$ cat src/rtl/div_ctrl_pkg.sv
// rtl/div_ctrl_pkg.sv - shared widths, FSM encodings and helpers for the divider controller
package div_ctrl_pkg;

  localparam int DATALENGTH      = 32;
  localparam int DIV_RESULT_SIZE = 2 * DATALENGTH;
  localparam int WORK_SIZE       = 2 * DATALENGTH + 1;

  localparam logic DIV_START = 1'b1;
  localparam logic DIV_STOP  = 1'b0;

  typedef enum logic [1:0] {
    DIV_FREE   = 2'b00,
    DIV_BYZERO = 2'b01,
    DIV_ON     = 2'b10,
    DIV_END    = 2'b11
  } divState_t;

  // Two's complement negate when requested; used both for operand magnitude and sign correction.
  function automatic logic [DATALENGTH-1:0] negIf(input logic neg, input logic [DATALENGTH-1:0] v);
    return neg ? (~v + 1'b1) : v;
  endfunction

endpackage

$ cat src/rtl/div_step.sv
// rtl/div_step.sv - one combinational restoring-division iteration on the 65-bit working register
module div_step
  import div_ctrl_pkg::*;
(
  input  logic [WORK_SIZE-1:0]  workIn,
  input  logic [DATALENGTH-1:0] divisor,
  output logic [WORK_SIZE-1:0]  workOut
);

  logic [WORK_SIZE:0]    shifted;
  logic [DATALENGTH+1:0] diff;

  // Partial remainder stays below the divisor, so the top shifted bit is always zero and diff MSB is the borrow.
  always_comb begin
    shifted = {workIn, 1'b0};
    diff    = shifted[WORK_SIZE:DATALENGTH] - {2'b00, divisor};
    if (!diff[DATALENGTH+1]) begin
      workOut = {diff[DATALENGTH:0], shifted[DATALENGTH-1:1], 1'b1};
    end else begin
      workOut = shifted[WORK_SIZE-1:0];
    end
  end

endmodule

$ cat src/rtl/div_ctrl.sv
// rtl/div_ctrl.sv - multi-cycle DIV/DIVU controller: FSM, iteration counter, sign correction, result register
module div_ctrl
  import div_ctrl_pkg::*;
(
  input  logic                       clock,
  input  logic                       reset,
  input  logic                       div_start,
  input  logic                       div_signed,
  input  logic [DATALENGTH-1:0]      opdata1,
  input  logic [DATALENGTH-1:0]      opdata2,
  input  logic                       annul,
  output logic [DIV_RESULT_SIZE-1:0] result,
  output logic                       ready,
  output logic                       stall_req
);

  divState_t             state, nextState;
  logic [4:0]            cnt;
  logic [WORK_SIZE-1:0]  workReg, stepOut;
  logic [DATALENGTH-1:0] divisor;
  logic                  quoNeg, remNeg;
  logic                  readyQ;
  logic                  accept;

  assign accept = (div_start == DIV_START) && !annul;

  div_step uStep (
    .workIn  (workReg),
    .divisor (divisor),
    .workOut (stepOut)
  );

  always_ff @(posedge clock) begin
    if (reset) begin
      state <= DIV_FREE;
    end else begin
      state <= nextState;
    end
  end

  always_comb begin
    nextState = state;
    if (annul) begin
      nextState = DIV_FREE;
    end else begin
      case (state)
        DIV_FREE: begin
          if (accept) begin
            nextState = (opdata2 == '0) ? DIV_BYZERO : DIV_ON;
          end
        end
        DIV_BYZERO: nextState = DIV_END;
        DIV_ON: begin
          if (cnt == 5'd31) begin
            nextState = DIV_END;
          end
        end
        DIV_END:  nextState = DIV_FREE;
        default:  nextState = DIV_FREE;
      endcase
    end
  end

  always_comb begin
    stall_req = 1'b0;
    if (!annul) begin
      case (state)
        DIV_ON, DIV_BYZERO: stall_req = 1'b1;
        DIV_FREE:           stall_req = (div_start == DIV_START);
        default:            stall_req = 1'b0;
      endcase
    end
  end

  // Result and ready are loaded on the edge into END so both are visible during the END cycle.
  always_ff @(posedge clock) begin
    if (reset) begin
      cnt     <= '0;
      workReg <= '0;
      divisor <= '0;
      quoNeg  <= 1'b0;
      remNeg  <= 1'b0;
      result  <= '0;
      readyQ  <= 1'b0;
    end else begin
      readyQ <= (nextState == DIV_END);
      case (state)
        DIV_FREE: begin
          if (accept) begin
            cnt     <= '0;
            workReg <= {{(DATALENGTH+1){1'b0}}, negIf(div_signed & opdata1[DATALENGTH-1], opdata1)};
            divisor <= negIf(div_signed & opdata2[DATALENGTH-1], opdata2);
            quoNeg  <= div_signed & (opdata1[DATALENGTH-1] ^ opdata2[DATALENGTH-1]);
            remNeg  <= div_signed & opdata1[DATALENGTH-1];
          end
        end
        DIV_ON: begin
          workReg <= stepOut;
          cnt     <= cnt + 5'd1;
          if (nextState == DIV_END) begin
            result <= {negIf(remNeg, stepOut[2*DATALENGTH-1:DATALENGTH]),
                       negIf(quoNeg, stepOut[DATALENGTH-1:0])};
          end
        end
        DIV_BYZERO: begin
          if (nextState == DIV_END) begin
            result <= '0;
          end
        end
        default: ;
      endcase
    end
  end

  assign ready = readyQ & ~annul;

endmodule

$ cat config.mk
export PLATFORM = sky130hd
export DESIGN_NAME = div_ctrl
export DESIGN_NICKNAME = d
export VERILOG_FILES = /design/src/rtl/div_ctrl_pkg.sv /design/src/rtl/div_step.sv /design/src/rtl/div_ctrl.sv
export SDC_FILE = /design/constraint.sdc
export NUM_CORES = 1
export LEC_CHECK = 0
export CAP_MARGIN = 20
export CELL_PAD_IN_SITES_DETAIL_PLACEMENT = 1
export CELL_PAD_IN_SITES_GLOBAL_PLACEMENT = 1
export CORE_MARGIN = 5
export CORE_UTILIZATION = 42
export DETAILED_ROUTE_END_ITERATION = 12
export PLACE_DENSITY_LB_ADDON = 0.15
export SLEW_MARGIN = 0
export SYNTH_ARGS = -nofsm -noshare
export SYNTH_HDL_FRONTEND = slang
export SYNTH_HIERARCHICAL = 1
export SYNTH_SLANG_ARGS = --single-unit
$ cat constraint.sdc
create_clock -name clock -period 6.05 [get_ports clock]
set_input_delay 1.21 -clock clock [delete_from_list [all_inputs] [get_ports clock]]
set_output_delay 1.21 -clock clock [all_outputs]
set_load 0.01 [all_outputs]
==> out/qor.csv <==
stage,metric,value,unit
yosys,post-synthesis sequential area ratio,0.292,
cts,Num Clock Sinks,171,
timing,RSZ-0062 raised after global routing,false,
min_path,worst hold path class,flip-flop to flip-flop,
timing,Final Max Tran Viols,0,
power_and_ir_drop,Gate power share,0.215,
detailed_routing,initial drt markers,737,
layout,"commonest non-fill, non-tap cell in the layout",dfxtp_1,
floorplan,I/O pins,135,
cts,Post CTS Setup Buffer Count,0,
power_and_ir_drop,worst vdd ir,0.165,mV
timing,ratio of final minimum period to clock period,0.913,
cts,largest buffer count on any clock path,2,
grt,first-pass GRT wire length,61.6,mm
run,number of max-cap violations,0,
setup_path,startpoint class of the critical path,flip-flop,
layout,share of layout cells above drive strength 1,0.0692,
yosys,syn_area_per_cell,7.70,sq um
layout,Area Growth Syn to Fin,18.0,%
grt,grt total ovfl,0,
power_and_ir_drop,leak pwr,5.28,nW
yosys,share of the synthesized area in the top cell type,0.292,
cts,Post-CTS Resized,0,
placed_design,routability cong.,0.868,
cts,CTS clock-pin slew for the worst setup and hold paths,0.08,ns
placed_design,Placed Cells,1949,
yosys,number of synthesized flops with an enable pin,0,
timing,Hold Fails Final Rpt,0,
cts,H-tree depth,4,
floorplan,die area,31300,sq um
setup_path,critical path arrival,5.85,ns
power_and_ir_drop,internal power,1.97,mW
grt,all-layer global routing usage,0.241,
layout,ANT cells,0,
grt,number of antenna violations at the first check in global routing,0,
timing,setup TNS,0,ns
yosys,Netlist cell types,82,
min_path,Hold Crit Depth,2,
setup_path,Worst path slowest cell,xor2_4,
setup_path,Crit Path Category,flip-flop to flip-flop,
cts,cts hold-fix bufs,0,
power_and_ir_drop,power per cell area,216,nW/um^2
floorplan,Die W,177,microns
setup_path,Crit. End Element,flip-flop,
detailed_routing,via count,11400,
setup_path,crit path cell chain,"inv_1, ha_1, nand4_1, or3b_1, a211oi_2, o31ai_1, and3_4, o31a_4, xor2_4, o21ai_0, inv_1, ha_1, or4b_2, or2_2, o31ai_1, xor2_1, o21ai_0",
yosys,top post-synthesis cells by area,"dfxtp_1, xor2_1, a21oi_1",
detailed_routing,drt drc,0,
yosys,Ys Warns,6,
power_and_ir_drop,Flop pwr share,0.402,
setup_path,Critical Path Stages,17,
layout,most frequent cells in the layout,"dfxtp_1, nand2_1, nor2_1, clkdlybuf4s50_1, a21oi_1",
yosys,leading area contributor after synthesis,dfxtp_1,
timing,Rel. slew slack,0.281,
grt,largest net degree at the start of global routing,73,
floorplan,Die Ht,177,microns
detailed_routing,DR pass1 iterations,5,
layout,Final Net Count,1704,
detailed_routing,Vias/cell,5.73,
yosys,Post-Syn Area,11700,sq um
yosys,synthesized netlist cell count,1523,
timing,Tightest Pin Transition,1.08,ns
placed_design,IO buf count,134,
floorplan,CORE AREA,27700,sq um
setup_path,Top Family by Delay on Critical Path,simple AND/OR/NAND/NOR gates,
detailed_routing,Routed WL,38.3,mm
yosys,Post-synth ARST share,0,
setup_path,crit-path max FO,36,
grt,vias in the first global route,11100,
yosys,syn nets,1636,
setup_path,WP data required,6.37,ns
timing,min cycle time layout,5.53,ns
placed_design,placed wire-length estimate,28.7,mm
cts,latest clock arrival within the worst-skew pair,0.44,ns
cts,CTS buffer count,17,
timing,"Setup violations, final",0,
timing,f_max,0.181,GHz
yosys,number of synthesized register bits,171,
power_and_ir_drop,sw frac,0.341,
setup_path,CP bufs+invs,2,
cts,CTS tree,built,
power_and_ir_drop,Sw Pwr,1.02,mW
floorplan,Row Count,61,
setup_path,Register-to-Register Path Depth,17,
floorplan,Initial Utilization,0.423,
setup_path,CP max stage delay,0.75,ns
layout,non-filler instance count after layout,1982,
yosys,most used flip-flop cell after synthesis,dfxtp_1,
detailed_routing,Post-DRT Antenna Nets,0,
detailed_routing,drt wl/cell,19.3,microns
power_and_ir_drop,Clk pwr share,0.383,
outcome,status,finished clean,
timing,Worst Skew,0.0157,ns
cts,Root Driver,clkbuf_16,
-- power groups by stage --
stage	combinational, mW	clock, mW	sequential [mW]
after floorplan	0.460	0	1.20
after global placement	0.619	0	1.23
after detailed placement	0.630	0	1.23
after CTS	0.635	1.17	1.20
after global routing	0.704	1.22	1.21
final	0.641	1.14	1.20
-- cells in the mapped netlist (7+ instances only) --
library cell	number
dfxtp_1	171
nand2_1	145
nor2_1	133
a21oi_1	119
o21ai_0	115
xor2_1	70
clkbuf_1	68
inv_1	62
xnor2_1	60
ha_1	43
nor3_1	43
and3_1	42
a211oi_1	38
o31ai_1	35
buf_4	31
a21o_1	30
or3_1	30
a31oi_1	19
nand3_1	16
nor4_1	16
o41ai_1	16
or4_1	13
nand2b_1	12
buf_1	11
mux2i_1	11
nand4_1	11
nor2b_1	11
o211ai_1	10
nor3b_1	8
o21ai_1	8
a21boi_0	7
a311oi_1	7
o31a_1	7
-- layer usage --
layer / GRT usage / share of wire / wire (microns)
met1: 0.374 / 0.52 / 19700
met2: 0.360 / 0.42 / 16200
met3: 0.0286 / 0.054 / 2070
met4: 0.0455 / 0.0078 / 298
met5: 0 / 0 / 0
-- path summary, 6_finish.rpt --
path | start | to | slack, ns
setup / recovery | divisor[14]$_SDFFE_PP0P_ | result[52]$_SDFFE_PP0P_ | 0.52
hold / removal | result[4]$_SDFFE_PP0P_ | result[4]$_SDFFE_PP0P_ | 0.45
setup reg to reg | divisor[14]$_SDFFE_PP0P_ | result[52]$_SDFFE_PP0P_ | 0.52
hold reg to reg | result[4]$_SDFFE_PP0P_ | result[4]$_SDFFE_PP0P_ | 0.45
-- tightest hold or removal path, cell delays in order, from the launching register on --
cell     delay [ns]
dfxtp_1        0.31
nand2_1        0.05
a21oi_1        0.05
-- flip-flops by register name, indices dropped and copies added, names as in the netlist --
signal,flops
state,2
cnt,5
readyQ,1
quoNeg,1
result,64
workReg,65
divisor,32
remNeg,1
-- logic make-up (layout without fill, tap and decap cells) --
| logic type | count (synthesis) | in the layout | synth area share |
|---|---|---|---|
| AO/OA/AOI/OAI | 459 | 459 | 0.252 |
| XOR/XNOR | 131 | 131 | 0.0995 |
| adder cells (fa/ha/maj) | 44 | 44 | 0.0476 |
| buffers and inverters | 184 | 265 | 0.0733 |
| flip-flops | 171 | 171 | 0.292 |
| multiplexers | 16 | 16 | 0.0142 |
| AND/OR/NAND/NOR | 518 | 518 | 0.221 |
-- cell type report --
| type | count | area, sq um |
|---|---|---|
| clock inverter | 15 | 173 |
| tap | 378 | 473 |
| sequential | 171 | 3420 |
| multi-input combinational | 1168 | 7470 |
| inverter | 63 | 236 |
| timing repair buffer | 170 | 1630 |
| clock buffer | 17 | 425 |
| fill | 3405 | 13900 |
-- metrics by stage --
step	worst slack, ns	hold slack [ns]	cell area [sq um]	utilization	total power, mW
floorplan	1.43	0.432	11700	-	1.66
global placement	0.699	0.438	13200	0.477	1.84
detailed placement	0.549	0.443	13200	0.477	1.86
CTS	0.516	0.459	13800	0.498	3.00
global route	0.208	0.477	13800	0.499	3.13
finish	0.525	0.455	13800	0.499	2.99
(Power assumes the default switching activity.)
